$ cat config.mk
export PLATFORM = sky130hd
export DESIGN_NAME = dma_desc_sequencer
export DESIGN_NICKNAME = d
export VERILOG_FILES = /design/src/rtl/dma_seq_pkg.sv /design/src/rtl/dma_desc_sequencer.sv
export SDC_FILE = /design/constraint.sdc
export NUM_CORES = 1
export LEC_CHECK = 0
export ABC_AREA = 1
export CORE_UTILIZATION = 48
export DETAILED_ROUTE_END_ITERATION = 12
export HOLD_SLACK_MARGIN = 0.15
export MAX_ROUTING_LAYER = met4
export PLACE_DENSITY = 0.81
export SETUP_SLACK_MARGIN = 0.15
export SLEW_MARGIN = 25
export SYNTH_ARGS = -nofsm -noshare
export SYNTH_HDL_FRONTEND = slang
export SYNTH_SLANG_ARGS = --single-unit
$ cat constraint.sdc
create_clock -name aclk -period 1.8 [get_ports aclk]
set_input_delay 0.18 -clock aclk [delete_from_list [all_inputs] [get_ports aclk]]
set_output_delay 0.18 -clock aclk [all_outputs]
set_load 0.01 [all_outputs]
$ cat src/rtl/dma_seq_pkg.sv
// Shared types for the DMA descriptor sequencer: FSM state encoding and
// bit positions inside the DMA control register.
package dma_seq_pkg;

  typedef enum logic [2:0] {
    ST_IDLE,
    ST_WR_MIN,
    ST_WR_MAX,
    ST_WR_ADDR,
    ST_WR_LEN,
    ST_WR_CTRL,
    ST_WAIT,
    ST_ABORT
  } state_e;

  localparam int CTRL_START = 0;
  localparam int CTRL_STOP  = 1;
  localparam int CTRL_DIR   = 2;
  localparam int CTRL_MODE  = 3;

  // Descriptor programming states; ABORT also writes but never chains to a next write.
  function automatic logic is_desc_write(input state_e s);
    return (s == ST_WR_MIN) || (s == ST_WR_MAX) || (s == ST_WR_ADDR) ||
           (s == ST_WR_LEN) || (s == ST_WR_CTRL);
  endfunction

endpackage

$ cat src/rtl/dma_desc_sequencer.sv
// Descriptor front end for the DMA: programs window/address/length/control
// registers per descriptor, waits for completion, and handles abort/timeout.
//
// state      | meaning
// IDLE       | ready for a descriptor; zero-length descriptors retire here
// WR_MIN     | writing min_addr window bound
// WR_MAX     | writing max_addr window bound
// WR_ADDR    | writing DMA start address
// WR_LEN     | writing transfer length
// WR_CTRL    | writing control word with start set
// WAIT       | transfer running, waiting for dma_finish / abort / timeout
// ABORT      | writing control word with stop set, then retire
import dma_seq_pkg::*;

module dma_desc_sequencer #(
  parameter int          REGS_DW  = 32,
  parameter int          REGS_AW  = 4,
  parameter int          REG_MIN  = 0,
  parameter int          REG_MAX  = 1,
  parameter int          REG_ADDR = 2,
  parameter int          REG_LEN  = 3,
  parameter int          REG_CTRL = 4,
  parameter int unsigned TIMEOUT  = 0,
  parameter int          CNT_W    = 16
) (
  input  logic               aclk,
  input  logic               areset,
  input  logic               desc_valid,
  output logic               desc_ready,
  input  logic [REGS_DW-1:0] desc_addr,
  input  logic [REGS_DW-1:0] desc_len,
  input  logic               desc_dir,
  input  logic               desc_mode,
  input  logic [REGS_DW-1:0] cfg_min_addr,
  input  logic [REGS_DW-1:0] cfg_max_addr,
  input  logic               abort,
  input  logic               err_clr,
  output logic               regs_we,
  output logic [REGS_AW-1:0] regs_addr,
  output logic [REGS_DW-1:0] regs_wdata,
  input  logic               regs_rdy,
  input  logic               dma_finish,
  output logic               busy,
  output logic               done,
  output logic               err_timeout,
  output logic [CNT_W-1:0]   desc_cnt
);

  localparam logic [31:0] TO_LAST = (TIMEOUT == 0) ? 32'd0 : 32'(TIMEOUT - 1);

  state_e state_q, state_d;

  logic [REGS_DW-1:0] addr_q, len_q, min_q, max_q;
  logic               dir_q, mode_q;
  logic               abort_pend_q;
  logic [31:0]        wait_cnt_q;
  logic               done_q;
  logic [CNT_W-1:0]   cnt_q;
  logic               err_q;

  logic accept;
  logic wr_fire;
  logic abort_any;
  logic timeout_hit;
  logic retire;
  logic in_desc_wr;

  assign in_desc_wr = is_desc_write(state_q);
  assign accept     = desc_valid && desc_ready;
  assign wr_fire    = regs_we && regs_rdy;
  assign abort_any  = abort_pend_q || abort;

  // Timeout only counts when no finish arrives in the same cycle; finish has priority.
  assign timeout_hit = (TIMEOUT != 0) && (state_q == ST_WAIT) && !dma_finish &&
                       (wait_cnt_q == TO_LAST);

  assign retire = ((state_q == ST_WAIT) && dma_finish) ||
                  ((state_q == ST_ABORT) && wr_fire) ||
                  (accept && (desc_len == '0));

  // State register
  always_ff @(posedge aclk) begin
    if (areset) begin
      state_q <= ST_IDLE;
    end else begin
      state_q <= state_d;
    end
  end

  // Next-state logic
  always_comb begin
    state_d = state_q;
    case (state_q)
      ST_IDLE: begin
        if (accept && (desc_len != '0)) state_d = ST_WR_MIN;
      end
      ST_WR_MIN: begin
        if (wr_fire) state_d = abort_any ? ST_ABORT : ST_WR_MAX;
      end
      ST_WR_MAX: begin
        if (wr_fire) state_d = abort_any ? ST_ABORT : ST_WR_ADDR;
      end
      ST_WR_ADDR: begin
        if (wr_fire) state_d = abort_any ? ST_ABORT : ST_WR_LEN;
      end
      ST_WR_LEN: begin
        if (wr_fire) state_d = abort_any ? ST_ABORT : ST_WR_CTRL;
      end
      ST_WR_CTRL: begin
        if (wr_fire) state_d = abort_any ? ST_ABORT : ST_WAIT;
      end
      ST_WAIT: begin
        if (dma_finish) begin
          state_d = ST_IDLE;
        end else if (abort || timeout_hit) begin
          state_d = ST_ABORT;
        end
      end
      ST_ABORT: begin
        if (wr_fire) state_d = ST_IDLE;
      end
      default: state_d = ST_IDLE;
    endcase
  end

  // Output logic: register write mux and status
  always_comb begin
    regs_we    = 1'b0;
    regs_addr  = '0;
    regs_wdata = '0;
    case (state_q)
      ST_WR_MIN: begin
        regs_we    = 1'b1;
        regs_addr  = REGS_AW'(REG_MIN);
        regs_wdata = min_q;
      end
      ST_WR_MAX: begin
        regs_we    = 1'b1;
        regs_addr  = REGS_AW'(REG_MAX);
        regs_wdata = max_q;
      end
      ST_WR_ADDR: begin
        regs_we    = 1'b1;
        regs_addr  = REGS_AW'(REG_ADDR);
        regs_wdata = addr_q;
      end
      ST_WR_LEN: begin
        regs_we    = 1'b1;
        regs_addr  = REGS_AW'(REG_LEN);
        regs_wdata = len_q;
      end
      ST_WR_CTRL: begin
        regs_we                = 1'b1;
        regs_addr              = REGS_AW'(REG_CTRL);
        regs_wdata[CTRL_START] = 1'b1;
        regs_wdata[CTRL_DIR]   = dir_q;
        regs_wdata[CTRL_MODE]  = mode_q;
      end
      ST_ABORT: begin
        regs_we               = 1'b1;
        regs_addr             = REGS_AW'(REG_CTRL);
        regs_wdata[CTRL_STOP] = 1'b1;
      end
      default: ;
    endcase
  end

  assign busy        = (state_q != ST_IDLE);
  assign desc_ready  = (state_q == ST_IDLE) && !abort;
  assign done        = done_q;
  assign err_timeout = err_q;
  assign desc_cnt    = cnt_q;

  // Datapath: descriptor latch, abort memory, wait timer, retire bookkeeping
  always_ff @(posedge aclk) begin
    if (areset) begin
      addr_q       <= '0;
      len_q        <= '0;
      min_q        <= '0;
      max_q        <= '0;
      dir_q        <= 1'b0;
      mode_q       <= 1'b0;
      abort_pend_q <= 1'b0;
      wait_cnt_q   <= '0;
      done_q       <= 1'b0;
      cnt_q        <= '0;
      err_q        <= 1'b0;
    end else begin
      if (accept) begin
        addr_q <= desc_addr;
        len_q  <= desc_len;
        min_q  <= cfg_min_addr;
        max_q  <= cfg_max_addr;
        dir_q  <= desc_dir;
        mode_q <= desc_mode;
      end
      // An abort seen mid-write is remembered until that write completes.
      abort_pend_q <= in_desc_wr && !wr_fire && abort_any;
      wait_cnt_q   <= (state_q == ST_WAIT) ? wait_cnt_q + 32'd1 : 32'd0;
      done_q       <= retire;
      if (retire) cnt_q <= cnt_q + 1'b1;
      if (timeout_hit) begin
        err_q <= 1'b1;
      end else if (err_clr) begin
        err_q <= 1'b0;
      end
    end
  end

endmodule

==> results of run 1 <==
layer usage:
metal | track usage | GRT overflow
met5 | - | -
met2 | 0.968 | 53
met4 | 0.883 | 35
met1 | 0.793 | 3
met3 | 0.589 | 4
what timing repair did:
item	4_1_cts
gates resized for setup	346
gates cloned	23
endpoints found under the setup margin	189
pin swaps	23
hold endpoints to repair	0
buffers inserted	30
hold buffers	0
cell families after synthesis:
group / after synthesis / synth area share
compound gates: 291 / 0.254
simple gates: 275 / 0.171
fa+ha+maj: 1 / 0.00190
buf+inv: 153 / 0.102
flops: 151 / 0.459
other cells: 1 / 0.000570
xor+xnor: 8 / 0.0106
cells in the mapped netlist:
cell type | count | share of area
nor3_1 | 6 | 0.0046
o211ai_1 | 1 | 0.0011
o21ai_0 | 135 | 0.10
a221o_1 | 28 | 0.043
nor2_2 | 1 | 0.00095
clkbuf_1 | 26 | 0.015
nand2_1 | 54 | 0.031
o21ai_2 | 1 | 0.0013
dfxtp_1 | 151 | 0.46
o22ai_1 | 30 | 0.029
a22oi_4 | 1 | 0.0032
o2111ai_1 | 1 | 0.0013
or2_0 | 1 | 0.00095
buf_1 | 1 | 0.00057
ha_1 | 1 | 0.0019
nand2_2 | 2 | 0.0019
nor2_1 | 178 | 0.10
o221ai_1 | 2 | 0.0027
nand4_1 | 2 | 0.0019
xor2_1 | 4 | 0.0053
inv_2 | 4 | 0.0023
nor3b_4 | 1 | 0.0029
nor3_4 | 1 | 0.0025
nand2_4 | 1 | 0.0017
nand3_1 | 27 | 0.021
xnor2_1 | 4 | 0.0053
inv_1 | 87 | 0.050
buf_6 | 7 | 0.012
a221oi_1 | 1 | 0.0013
a21oi_1 | 91 | 0.069
conb_1 | 1 | 0.00057
buf_4 | 4 | 0.0046
and2_1 | 1 | 0.00095
buf_2 | 24 | 0.018
metrics by stage:
step           hold WS (ns)  area [µm²]  worst slack (ns)
3_3_place_gp          0.437        8850            -0.214
3_5_place_dp          0.443        8850            -0.214
2_1_floorplan         0.315        6580             0.196
4_1_cts               0.323       10800            -0.246
==> results.md, run 1 <==
* Status: stopped before the end
* Halt Stage: global routing
* Stop err: [ERROR GRT-0232] Routing congestion too high. Check the congestion heatmap in the GUI.
* GRT Overall Usage at 0.811
* Root buf cell: clkbuf_16
* Antenna violations before repair at 3
* Synth warn at 0
* Synth cell types at 34
* DPL Wire Length at 13.1 mm
* Worst endpoint after global-route timing repair: regs_wdata[30]
* I/O pin count at 194
* H-tree Lvls at 4
* Bufs on Longest Clock Path at 2
* Die height at 119 µm
* Mapped Avg Cell Area at 7.48 µm²
* Inserted Clock Buffers at 17
* Kind of the worst endpoint: top-level output
* Port buffer count at 190
* Synthesized area at 6580 µm²
* Post-synthesis sequential area ratio at 0.459
* Placed insts at 1231
* Routability cong. at 0.910
* GRT overflow at 95
* DIE WIDTH at 119 µm
* Initial core utilization at 0.495
* Row Count at 42
* Syn Inst Count at 880
* Largest net degree at the start of global routing at 88
* Synth Register Bits at 151
* Sink Count at 151
==> inputs of run 2 (changes only) <==
--- a/config.mk
+++ b/config.mk
@@ -6,12 +6,9 @@
 export NUM_CORES = 1
 export LEC_CHECK = 0
 export ABC_AREA = 1
-export CORE_UTILIZATION = 48
+export CORE_UTILIZATION = 40
 export DETAILED_ROUTE_END_ITERATION = 12
-export HOLD_SLACK_MARGIN = 0.15
-export MAX_ROUTING_LAYER = met4
-export PLACE_DENSITY = 0.81
-export SETUP_SLACK_MARGIN = 0.15
+export PLACE_DENSITY_LB_ADDON = 0.15
 export SLEW_MARGIN = 25
 export SYNTH_ARGS = -nofsm -noshare
 export SYNTH_HDL_FRONTEND = slang
==> results.md, run 2 <==
* Crit-path max cell delay at 0.33 ns
* WP data required at 1.62 ns
* Worst skew pair latency at 0.43 ns
* Crit-path max FO at 5
* Port buffer count at 190 (unchanged)
* Worst path slowest cell: dfxtp_2
* Bufs on Longest Clock Path at 2 (unchanged)
* Critical path type: reg -> out
* Largest net degree at the start of global routing at 76
* Via count at 7399
* Initial DRT Pass Iterations at 5
* Inserted Clock Buffers at 17 (unchanged)
* GRT overflow at 0
* Crit path DAT at 1.93 ns
* Post-synthesis sequential area ratio at 0.459 (unchanged)
* Drt drc at 0
* Sw Ratio at 0.364
* Commonest non-fill, non-tap cell in the layout: clkdlybuf4s50_1
* CP Launch Type: flip-flop
* Fraction of layout cells with a size suffix above 1 at 0.385
* Area Overhead vs Synth at 85.1%
* Clock power share at 0.242
* Vias in the first global route at 6306
* Vias per Instance at 5.37
* Mapped Avg Cell Area at 7.48 µm² (unchanged)
* DR WL met3 at 1.79 mm
* Peak VDD IR at 785 µV
* # fillers at 1081
* Failing checks: negative setup slack
* Final setup vio count at 163
* GRT Overall Usage at 0.243
* Combinational share of power at 0.473
* Achievable Freq at 473 MHz
* Routability cong. at 0.939 (+3.2%)
* Most frequent cells in the layout: clkdlybuf4s50_1 (152), dfxtp_1 (148), nor2_1 (108)
* Worst Max-Slew Pin Slew at 0.509 ns
* Area of the multi-input gates at 4310 µm²
* Drt total wl at 26.0 mm
* Synth Register Bits at 151 (unchanged)
* ANT cells at 0
* Antenna violations before repair at 0
* Worst min-delay path class: in -> reg
* Die height at 130 µm (+9.4%)
* Initial core utilization at 0.413 (-0.0822)
* Max-cap violation count at 0
* Final Slew Violations at 0
* Period utilization at 1.17
* CP Cell Sequence: inv_2, buf_6, nand2_4, nor2_4, inv_2, buf_6, buf_6, buf_8, o22ai_2, a221o_1, buf_2
* Yosys top cell by area: dfxtp_1
* Reg area at 3030 µm²
* CORE AREA at 15900 µm²
* Synth warn at 0 (unchanged)
* Post-synth EDFFs at 0 (unchanged)
* Nets at 1288
* Top-area cell type share of the netlist area at 0.459 (unchanged)
* Psw at 5450 µW
* DPL Wire Length at 13.3 mm (+1.4%)
* Critical path capture point type: primary output
* Sink Count at 151 (unchanged)
* First-pass GRT wire length at 31.8 mm
* Top post-synthesis cells by count: nor2_1 (178), dfxtp_1 (151), o21ai_0 (135)
* Hold Vio Cnt, Final at 0
* Synthesized area at 6580 µm² (unchanged)
* Clk_skew at 0.00890 ns
* Status: finished with violations
* Top FF cell, synth: dfxtp_1
* Minimum clock period at 2.11 ns
* CP dominant cell by count: buf_6
* Hold_ws at 0.337 ns
* Worst-path clk slew at 0.06 ns
* Met1 Wirelength at 10.8 mm
* Leak at 0.00463 µW
* Setup WS pre-CTS at -0.162 ns (+0.0526 ns)
* Top routing layer in use: met4
* Internal power at 9510 µW
* PD cells at 1230 nW/µm²
* Post-DRT Antenna Nets at 0
* Drt wl/cell at 18.8 µm
* Met2 WL at 12.7 mm
* Most frequent cell after synthesis: nor2_1
* Synth cell types at 34 (unchanged)
* H-tree Lvls at 4 (unchanged)
* 1st-iter DRT viols at 476
* Setup WS post-layout at -0.314 ns
* DIE WIDTH at 130 µm (+9.4%)
* Ys async rst share at 0 (unchanged)
* CTS Hold Buffers Added at 0 (unchanged)
* Root buf cell: clkbuf_16
* CTS tree: yes
* Syn Inst Count at 880 (unchanged)
* I/O pin count at 194 (unchanged)
* Final Core Density at 0.764
* Area contributors post-synth: dfxtp_1 (46%), o21ai_0 (10%), nor2_1 (10%)
* Slew HR at 0.661
* RSZ-0062 raised after global routing: true
* Die area at 17000 µm²
* Sequential Power Share at 0.286
* Row Count at 46 (+9.5%)
==> run 2: cell counts after synthesis <==
No cell type changed its count.
==> run 2: routing by layer <==
layer / GRT usage / up-vias
li1: - / 3508
met1: 0.324 / 3553
met2: 0.401 / 276
met3: 0.0431 / 62
met4: 0.0752 / 0
met5: 0 / -
==> run 2: cells by family (layout without fill, tap and decap cells) <==
logic type	count (synthesis)	count (layout)	synth area share
DFF	151	151	0.459
adders and majority gates	1	1	0.00190
and+or+nand+nor	275	278	0.171
xor gates and xnor gates	8	8	0.0106
buffers and inverters	153	432	0.102
other	1	2	0.000570
AOI/OAI and AO/OA	291	291	0.254
==> run 2: cell type report <==
class / count / share of cell area
well taps: 216 / 0.0222
multi-input cells: 580 / 0.354
repair inverters: 5 / 0.00730
clock inverters: 13 / 0.0120
flip-flops and latches: 151 / 0.249
inverters: 91 / 0.0307
clock buffers: 19 / 0.0364
repair buffers: 304 / 0.289
==> run 2: power groups by stage <==
stage	Combinational, µW	Sequential, µW	Clock [µW]
detailed placement	3940	4250	0
finish	7070	4270	3620
global placement	3910	4240	0
floorplan	2120	4210	0
global route	7430	4330	3770
CTS	4620	4210	3610
==> run 2: critical path: cells and delay by family, from the launching register on <==
family                 cells  cell delay, ns
buffers and inverters      7            0.73
flip-flops                 1            0.33
AND/OR/NAND/NOR            2            0.10
AO/OA/AOI/OAI              2            0.34
==> run 2: final timing paths <==
check                                from                 endpoint  slack (ns)  cells past startpoint
hold reg to reg    len_q[28]$_SDFFE_PP0P_   len_q[28]$_SDFFE_PP0P_        0.47                      2
setup reg to reg  state_q[0]$_SDFFE_PP0P_  addr_q[11]$_SDFFE_PP0P_       -0.19                     12
hold / removal           cfg_max_addr[17]   max_q[17]$_SDFFE_PP0P_        0.34                      3
setup / recovery  state_q[1]$_SDFFE_PP0P_           regs_wdata[31]       -0.31                     11
==> run 2: through the flow <==
step | area [µm²] | power, µW | cells | TNS, ns
finish | 12200 | 15000 | 1379 | -20.82
global placement | 8980 | 8140 | 1281 | -5.27
CTS | 9960 | 12400 | 1328 | -8.17
global route | 12200 | 15500 | 1379 | -35.73
floorplan | 6580 | 6330 | 881 | 0
detailed placement | 8980 | 8190 | 1281 | -6.13
==> run 2: what timing repair did <==
action	in CTS	in global routing
pin swaps	6	55
setup buffers	10	20
setup endpoints to repair	139	177
gates cloned	5	35
resized for setup	226	423
Power figures use the tool's default switching activity.
==> inputs of run 3 (changes only) <==
--- a/config.mk
+++ b/config.mk
@@ -8,7 +8,8 @@
 export ABC_AREA = 1
 export CORE_UTILIZATION = 40
 export DETAILED_ROUTE_END_ITERATION = 12
-export PLACE_DENSITY_LB_ADDON = 0.15
+export PLACE_DENSITY = 0.69
+export SETUP_SLACK_MARGIN = 0.2
 export SLEW_MARGIN = 25
 export SYNTH_ARGS = -nofsm -noshare
 export SYNTH_HDL_FRONTEND = slang
==> results.md, run 3 (synthesized netlist as in run 2, its figures left out) <==
* Worst skew pair latency at 0.44 ns (about the same)
* First-pass GRT wire length at 39.0 mm (+23%)
* Final setup vio count at 187 (+15%)
* Cell area after layout at 12800 µm² (+5.4%)
* CTS tree: yes
* Worst Max-Slew Pin Slew at 0.668 ns (+0.159 ns)
* Commonest non-fill, non-tap cell in the layout: clkdlybuf4s50_1
* Psw at 6220 µW (+14%)
* Crit-path max cell delay at 0.38 ns (+0.05 ns)
* I/O pin count at 194 (unchanged)
* Failing checks: negative setup slack
* GRT Overall Usage at 0.308 (+0.0644)
* DPL Wire Length at 13.6 mm (+2.2%)
* CORE AREA at 15900 µm² (unchanged)
* Worst Hold Launch: cfg_min_addr[17]
* GRT overflow at 0 (unchanged)
* Slew HR at 0.555 (-0.106)
* Row Count at 46 (unchanged)
* FF-to-FF setup slack at -0.33 ns (-0.14 ns)
* Sink Count at 151 (unchanged)
* Worst r2r src: state_q[2]$_SDFFE_PP0P_
* Cell Count, Final, Fillers Out at 1402 (+1.7%)
* Die height at 130 µm (unchanged)
* Via count at 8175 (+10%)
* Fraction of layout cells with a size suffix above 1 at 0.426 (+0.0403)
* Critical path capture point type: flip-flop
* CP dominant cell by count: buf_6
* Antenna violations before repair at 4 (+4)
* Crit path DAT at 2.46 ns (+0.53 ns)
* Worst-path clk slew at 0.07 ns (about the same)
* Hold Vio Cnt, Final at 0 (unchanged)
* Minimum clock period at 2.13 ns (+0.0174 ns)
* Post-DRT Antenna Nets at 0 (unchanged)
* Worst path slowest cell: dfxtp_4
* Placed insts at 1271 (-0.78%)
* Inserted Clock Buffers at 17 (unchanged)
* Initial DRT Pass Iterations at 8 (+3)
* H-tree Lvls at 4 (unchanged)
* Sw Ratio at 0.373 (+0.00899)
* CP Cell Sequence: buf_6, inv_6, buf_6, buf_6, buf_6, nand2_4, nor3b_4, buf_12, buf_16, clkinv_16, clkbuf_16, o21ai_2, a21oi_2
* DIE WIDTH at 130 µm (unchanged)
* Bufs on Longest Clock Path at 2 (unchanged)
* Clk_skew at 0.0120 ns (+0.00315 ns)
* RSZ-0062 raised after global routing: true
* CP Launch Type: flip-flop
* Status: finished with violations
* Crit-path max FO at 8 (+3)
* 1st-iter DRT viols at 844 (+77%)
* Leak at 0.00494 µW (+6.5%)
* Root buf cell: clkbuf_16
* Worst min-delay path class: in -> reg
* Nets at 1308 (+1.6%)
* Setup WS post-layout at -0.331 ns (-0.0174 ns)
* Largest net degree at the start of global routing at 87 (+14%)
* Vias in the first global route at 7128 (+13%)
* Period utilization at 1.18 (+0.00966)
* Most frequent cells in the layout: clkdlybuf4s50_1 (149), dfxtp_1 (138), nor2_1 (117)
* Max-cap violation count at 0 (unchanged)
* Drt total wl at 32.8 mm (+26%)
* Placed instance area at 8880 µm² (-1.1%)
* Origin of the worst setup path: state_q[2]$_SDFFE_PP0P_
* Peak VDD IR at 919 µV (+17%)
* Initial core utilization at 0.413 (unchanged)
* PD cells at 1300 nW/µm² (+5.7%)
* Critical path type: reg -> reg
* Clock power share at 0.239 (-0.003)
* Vias per Instance at 5.83 (+8.7%)
* WP data required at 2.12 ns (+0.50 ns)
* Combinational share of power at 0.501 (+0.028)
* Die area at 17000 µm² (unchanged)
* Drt drc at 0 (unchanged)
* Port buffer count at 190 (unchanged)
* Setup WS pre-CTS at -0.239 ns (-0.0776 ns)
* Drt wl/cell at 23.4 µm (+24%)
* Sequential Power Share at 0.260 (-0.026)
* Internal power at 10500 µW (+9.9%)
* Achievable Freq at 469 MHz (-0.82%)
* CTS Hold Buffers Added at 0 (unchanged)
* Final Slew Violations at 0 (unchanged)
* Area Overhead vs Synth at 95.2%
* Routability cong. at 0.951 (+1.3%)
run 3: layer usage:
layer / wire length [µm] / up-vias / GRT usage
met5: 0 / - / 0
met3: 2820 / 162 / 0.0767
li1: - / 3578 / -
met2: 15800 / 541 / 0.509
met4: 2140 / 0 / 0.135
met1: 12100 / 3894 / 0.378
run 3: area by class of cell:
cell class | count | area, µm²
multi-input cells | 580 | 4430
clock inverters | 13 | 194
repair inverters | 4 | 76.3
repair buffers | 325 | 3960
well taps | 216 | 270
clock buffers | 18 | 439
flip-flops and latches | 151 | 3050
diodes | 4 | 10.0
fillers | 850 | 3100
inverters | 91 | 402
run 3: final timing paths:
path / to / depth (start not counted)
worst max-delay path: addr_q[31]$_SDFFE_PP0P_ / 13
worst min-delay path: min_q[17]$_SDFFE_PP0P_ / 3
worst max register to register: addr_q[31]$_SDFFE_PP0P_ / 13
worst min register to register: min_q[2]$_SDFFE_PP0P_ / 2
run 3: through the flow:
| step | utilization | total power, µW | setup TNS [ns] | hold WS [ns] |
|---|---|---|---|---|
| after global placement | 0.557 | 8050 | -6.63 | 0.438 |
| after detailed placement | 0.557 | 8090 | -8.39 | 0.445 |
| after CTS | 0.689 | 14200 | -14.88 | 0.323 |
| after global routing | 0.805 | 17100 | -44.49 | 0.347 |
| final | 0.805 | 16700 | -35.87 | 0.328 |
| after floorplan | - | 6340 | 0 | 0.315 |
run 3: worst max-delay path: cells and delay by family (launching register included):
family,cells,cell delay [ns]
buffers and inverters,9,1.12
flip-flops,1,0.38
AND/OR/NAND/NOR,2,0.25
AO/OA/AOI/OAI,2,0.24
run 3: power by group through the flow:
stage	sequential (µW)	clock [µW]	combinational, µW
final	4340	3980	8350
after global routing	4390	4110	8600
after CTS	4240	3910	6090
after detailed placement	4260	0	3830
after global placement	4240	0	3810
after floorplan	4210	0	2130
run 3: what timing repair did:
item,4_1_cts,5_1_grt
setup endpoints to repair,194,200
pin swaps,34,66
cloned,28,23
gates resized for setup,406,350
setup buffers,28,17
==> inputs of run 4 (changes only) <==
--- a/config.mk
+++ b/config.mk
@@ -9,6 +9,7 @@
 export CORE_UTILIZATION = 40
 export DETAILED_ROUTE_END_ITERATION = 12
 export PLACE_DENSITY = 0.69
+export RECOVER_POWER = 50
 export SETUP_SLACK_MARGIN = 0.2
 export SLEW_MARGIN = 25
 export SYNTH_ARGS = -nofsm -noshare
==> results.md, run 4 (synthesized netlist as in run 2, its figures left out) <==
* Vias per Instance at 5.84 (+0.13%)
* Die height at 130 µm (unchanged)
* Sequential Power Share at 0.260 (about the same)
* Commonest non-fill, non-tap cell in the layout: clkdlybuf4s50_1
* GRT overflow at 0 (unchanged)
* Row Count at 46 (unchanged)
* WP data required at 2.13 ns (about the same)
* Setup_tns at -35.88 ns (-0.00970 ns)
* Hold Vio Cnt, Final at 0 (unchanged)
* Inserted Clock Buffers at 17 (unchanged)
* GRT Overall Usage at 0.308 (unchanged)
* Area Overhead vs Synth at 95.1% (about the same)
* FF-to-FF setup slack at -0.33 ns (about the same)
* Achievable Freq at 470 MHz (about the same)
* Internal power at 10500 µW (about the same)
* Nets at 1308 (unchanged)
* Post-DRT Antenna Nets at 0 (unchanged)
* Leak at 0.00490 µW (-0.64%)
* Via count at 8186 (+0.13%)
* Sink Count at 151 (unchanged)
* Routability cong. at 0.951 (unchanged)
* Worst Max-Slew Pin Slew at 0.665 ns (-0.00304 ns)
* DPL Wire Length at 13.6 mm (unchanged)
* Die area at 17000 µm² (unchanged)
* First-pass GRT wire length at 39.0 mm (unchanged)
* PD cells at 1300 nW/µm² (about the same)
* Worst skew pair latency at 0.44 ns (about the same)
* Clk_skew at 0.0133 ns (+0.00121 ns)
* Root buf cell: clkbuf_16
* CORE AREA at 15900 µm² (unchanged)
* I/O pin count at 194 (unchanged)
* Setup WS post-layout at -0.329 ns (+0.00163 ns)
* Status: finished with violations
* 1st-iter DRT viols at 815 (-3.4%)
* CP Launch Type: flip-flop
* Antenna violations before repair at 4 (unchanged)
* Slew HR at 0.557 (+0.00203)
* Vias in the first global route at 7128 (unchanged)
* H-tree Lvls at 4 (unchanged)
* Combinational share of power at 0.501 (about the same)
* Largest net degree at the start of global routing at 87 (unchanged)
* Drt wl/cell at 23.4 µm (-0.26%)
* Crit path DAT at 2.46 ns (about the same)
* Design Power at 16700 µW (about the same)
* RSZ-0062 raised after global routing: true
* Failing checks: negative setup slack
* Most frequent cells in the layout: clkdlybuf4s50_1 (147), dfxtp_1 (139), nor2_1 (117)
* Peak VDD IR at 923 µV (+0.51%)
* Worst min-delay path class: in -> reg
* Max-cap violation count at 0 (unchanged)
* DIE WIDTH at 130 µm (unchanged)
* Port buffer count at 190 (unchanged)
* Drt total wl at 32.7 mm (-0.26%)
* CTS tree: yes
* Initial DRT Pass Iterations at 5 (-3)
* Worst-path clk slew at 0.07 ns (about the same)
* Psw at 6220 µW (-0.10%)
* Critical path capture point type: flip-flop
* Bufs on Longest Clock Path at 2 (unchanged)
* Final Slew Violations at 0 (unchanged)
* Sw Ratio at 0.373 (about the same)
* Drt drc at 0 (unchanged)
* Initial core utilization at 0.413 (unchanged)
* Crit-path max FO at 8 (unchanged)
* Setup WS pre-CTS at -0.239 ns (unchanged)
* Fraction of layout cells with a size suffix above 1 at 0.425 (-0.000846)
* Critical path type: reg -> reg
* Minimum clock period at 2.13 ns (-0.00163 ns)
* Period utilization at 1.18 (about the same)
* Final setup vio count at 187 (unchanged)
* Clock power share at 0.239 (about the same)
run 4: per-layer routing:
layer	track usage	vias to the layer above	share of wire
met5	0	-	0
met4	0.135	0	0.067
met3	0.0767	169	0.082
met2	0.509	532	0.48
met1	0.378	3906	0.37
li1	-	3579	-
run 4: what timing repair did:
item,4_1_cts,5_1_grt
cloned,28,23
hold buffers,0,0
buffers inserted,28,17
endpoints found under the setup margin,194,200
pin swaps,34,66
gates resized for setup,406,350
run 4: power groups by stage:
stage	combinational, µW	sequential, µW	clock [µW]
after global placement	3810	4240	0
after global routing	8600	4390	4110
after floorplan	2130	4210	0
after detailed placement	3830	4260	0
after CTS	6090	4240	3910
final	8350	4340	3980
run 4: path summary, 6_finish.rpt:
check,start,depth (start not counted),end
worst max-delay path,state_q[2]$_SDFFE_PP0P_,13,addr_q[31]$_SDFFE_PP0P_
worst min-delay path,cfg_min_addr[17],3,min_q[17]$_SDFFE_PP0P_
worst min register to register,min_q[2]$_SDFFE_PP0P_,2,min_q[2]$_SDFFE_PP0P_
worst max register to register,state_q[2]$_SDFFE_PP0P_,13,addr_q[31]$_SDFFE_PP0P_
run 4: critical path, cell delays in order, from the launching register on:
cell       delay [ns]
dfxtp_4          0.38
buf_6            0.14
inv_6            0.07
buf_6            0.09
buf_6            0.08
buf_6            0.09
nand2_4          0.05
nor3b_4          0.20
buf_12           0.17
buf_16           0.18
clkinv_16        0.11
clkbuf_16        0.19
o21ai_2          0.18
a21oi_2          0.06
run 4: layout make-up:
class                      instances  area [µm²]
fill                             853        3110
clock buffer                      18         439
antenna                            4        10.0
inverter                          91         402
clock inverter                    13         194
timing repair inverter             4        76.3
sequential                       151        3050
tap                              216         270
timing repair buffer             325        3960
multi-input combinational        580        4430
run 4: through the flow:
step,area [µm²],hold WS (ns),util,cells
finish,12800,0.325,0.805,1402
CTS,11000,0.323,0.689,1358
global placement,8880,0.438,0.557,1271
floorplan,6590,0.315,-,881
global route,12800,0.347,0.805,1402
detailed placement,8880,0.445,0.557,1271
==> variant (settings of run 2) <==
The parameter `REGS_AW` goes from 4 to 3.
--- a/src/rtl/dma_desc_sequencer.sv
+++ b/src/rtl/dma_desc_sequencer.sv
@@ -16,3 +16,3 @@
   parameter int          REGS_DW  = 32,
-  parameter int          REGS_AW  = 4,
+  parameter int          REGS_AW  = 3,
   parameter int          REG_MIN  = 0,
Interface: changed (resized regs_addr); port bits go from 194 to 193. The function was not compared with the original's and may differ.
==> variant against run 2 <==
  * The flow still finishes with violations (negative setup slack)
  * Power decreased by 18%
  * Cell count decreased by 3.6%
  * Routed wire length decreased by 20%
  * Global-route usage decreased by 0.47 points
  * Die area decreased by 0.12%
  * Register-to-register slack improved by 200 ps
  * Area after synthesis decreased by 0.11%
  * Non-clock buffer count decreased by 42
  * Synthesized cell count decreased by 0.11%
  * Design area decreased by 18%
  * Sequential cell count unchanged
  * Setup slack improved by 150 ps
==> variant: results (changes against run 2) <==
Final setup viols: 32 (-80%)
RR Startpoint: state_q[2]$_SDFFE_PP0P_
worst reg-to-reg setup slack: 10 ps (+200 ps)
gpl congestion: 0.933 (-0.66%)
worst setup margin: -168 ps (+146 ps)
Via density: 5.06 (-5.6%)
synth top area cells: dfxtp_1 46%, o21ai_0 10%, nor2_1 10%
WHS Endpoint: max_q[18]$_SDFFE_PP0P_
CP max-delay cell: dfxtp_4
final net count: 1,239 (-3.8%)
vias in the first global route: 6,332 (+0.41%)
worst hold margin: 340 ps (+3.16 ps)
Routed WL: 20.9 mm (-20%)
clock skew: 8.32 ps (-0.577 ps)
Overall Global Routing Usage: 0.239 (-0.00473)
DRT Pass-1 Iters: 4 (-1)
status: complete, but fails checks
Starting DRT DRC Count: 402 (-16%)
layout cell share with drive strength beyond 1: 0.175 (-0.210)
reg2reg path depth: 11 (-1)
initial antenna violation count: 1 (+1)
Post-CTS Resized: 174 (-23%)
failing checks: negative setup slack
Syn Area/Cell: 7.48 µm² (about the same)
LEAKAGE: 4.00 nW (-14%)
## variant: changes by cell type after synthesis, sizes merged
cell  change
buf       -1
## variant: power by group
part           internal, mW  leakage, nW  switching [mW]
Combinational          2.16         2.49            2.49
Sequential             3.98         1.24           0.261
Clock                  2.02        0.275            1.41
Total                  8.16         4.00            4.16
## variant: critical path, delay by kind of cell (launching register included)
family / cells / cell delay [ps]
compound gates: 3 / 350
buf+inv: 3 / 390
flops: 1 / 360
simple gates: 2 / 280
## variant: layout make-up
cell class | count | area, µm² | share of cell area
timing repair buffer | 262 | 2610 | 0.262
clock inverter | 14 | 135 | 0.0136
sequential | 151 | 3030 | 0.305
clock buffer | 18 | 429 | 0.0431
multi-input combinational | 578 | 3110 | 0.313
inverter | 91 | 360 | 0.0362
tap | 216 | 270 | 0.0272
## variant: worst max-delay path by stage
stage	startpoint	end	slack, ps
2_1_floorplan	state_q[1]$_SDFFE_PP0P_	regs_wdata[22]	200
3_3_place_gp	state_q[1]$_SDFFE_PP0P_	regs_wdata[1]	-130
3_5_place_dp	state_q[1]$_SDFFE_PP0P_	regs_wdata[1]	-200
4_1_cts	state_q[1]$_SDFFE_PP0P_	regs_wdata[19]	-200
5_1_grt	state_q[1]$_SDFFE_PP0P_	regs_wdata[0]	-280
6_report	state_q[1]$_SDFFE_PP0P_	regs_wdata[0]	-170
## variant: layer usage
metal,GRT usage,part of all wire
met1,0.304,0.45
met2,0.395,0.47
met3,0.0586,0.057
met4,0.0752,0.018
met5,0,0.00062
## variant: cell families after synthesis
family / after synthesis / synth area share
other: 1 / 0.000571
buffers and inverters: 152 / 0.101
XOR/XNOR: 8 / 0.0107
flip-flops: 151 / 0.460
AO/OA/AOI/OAI: 291 / 0.254
adder cells (fa/ha/maj): 1 / 0.00190
AND/OR/NAND/NOR: 275 / 0.171
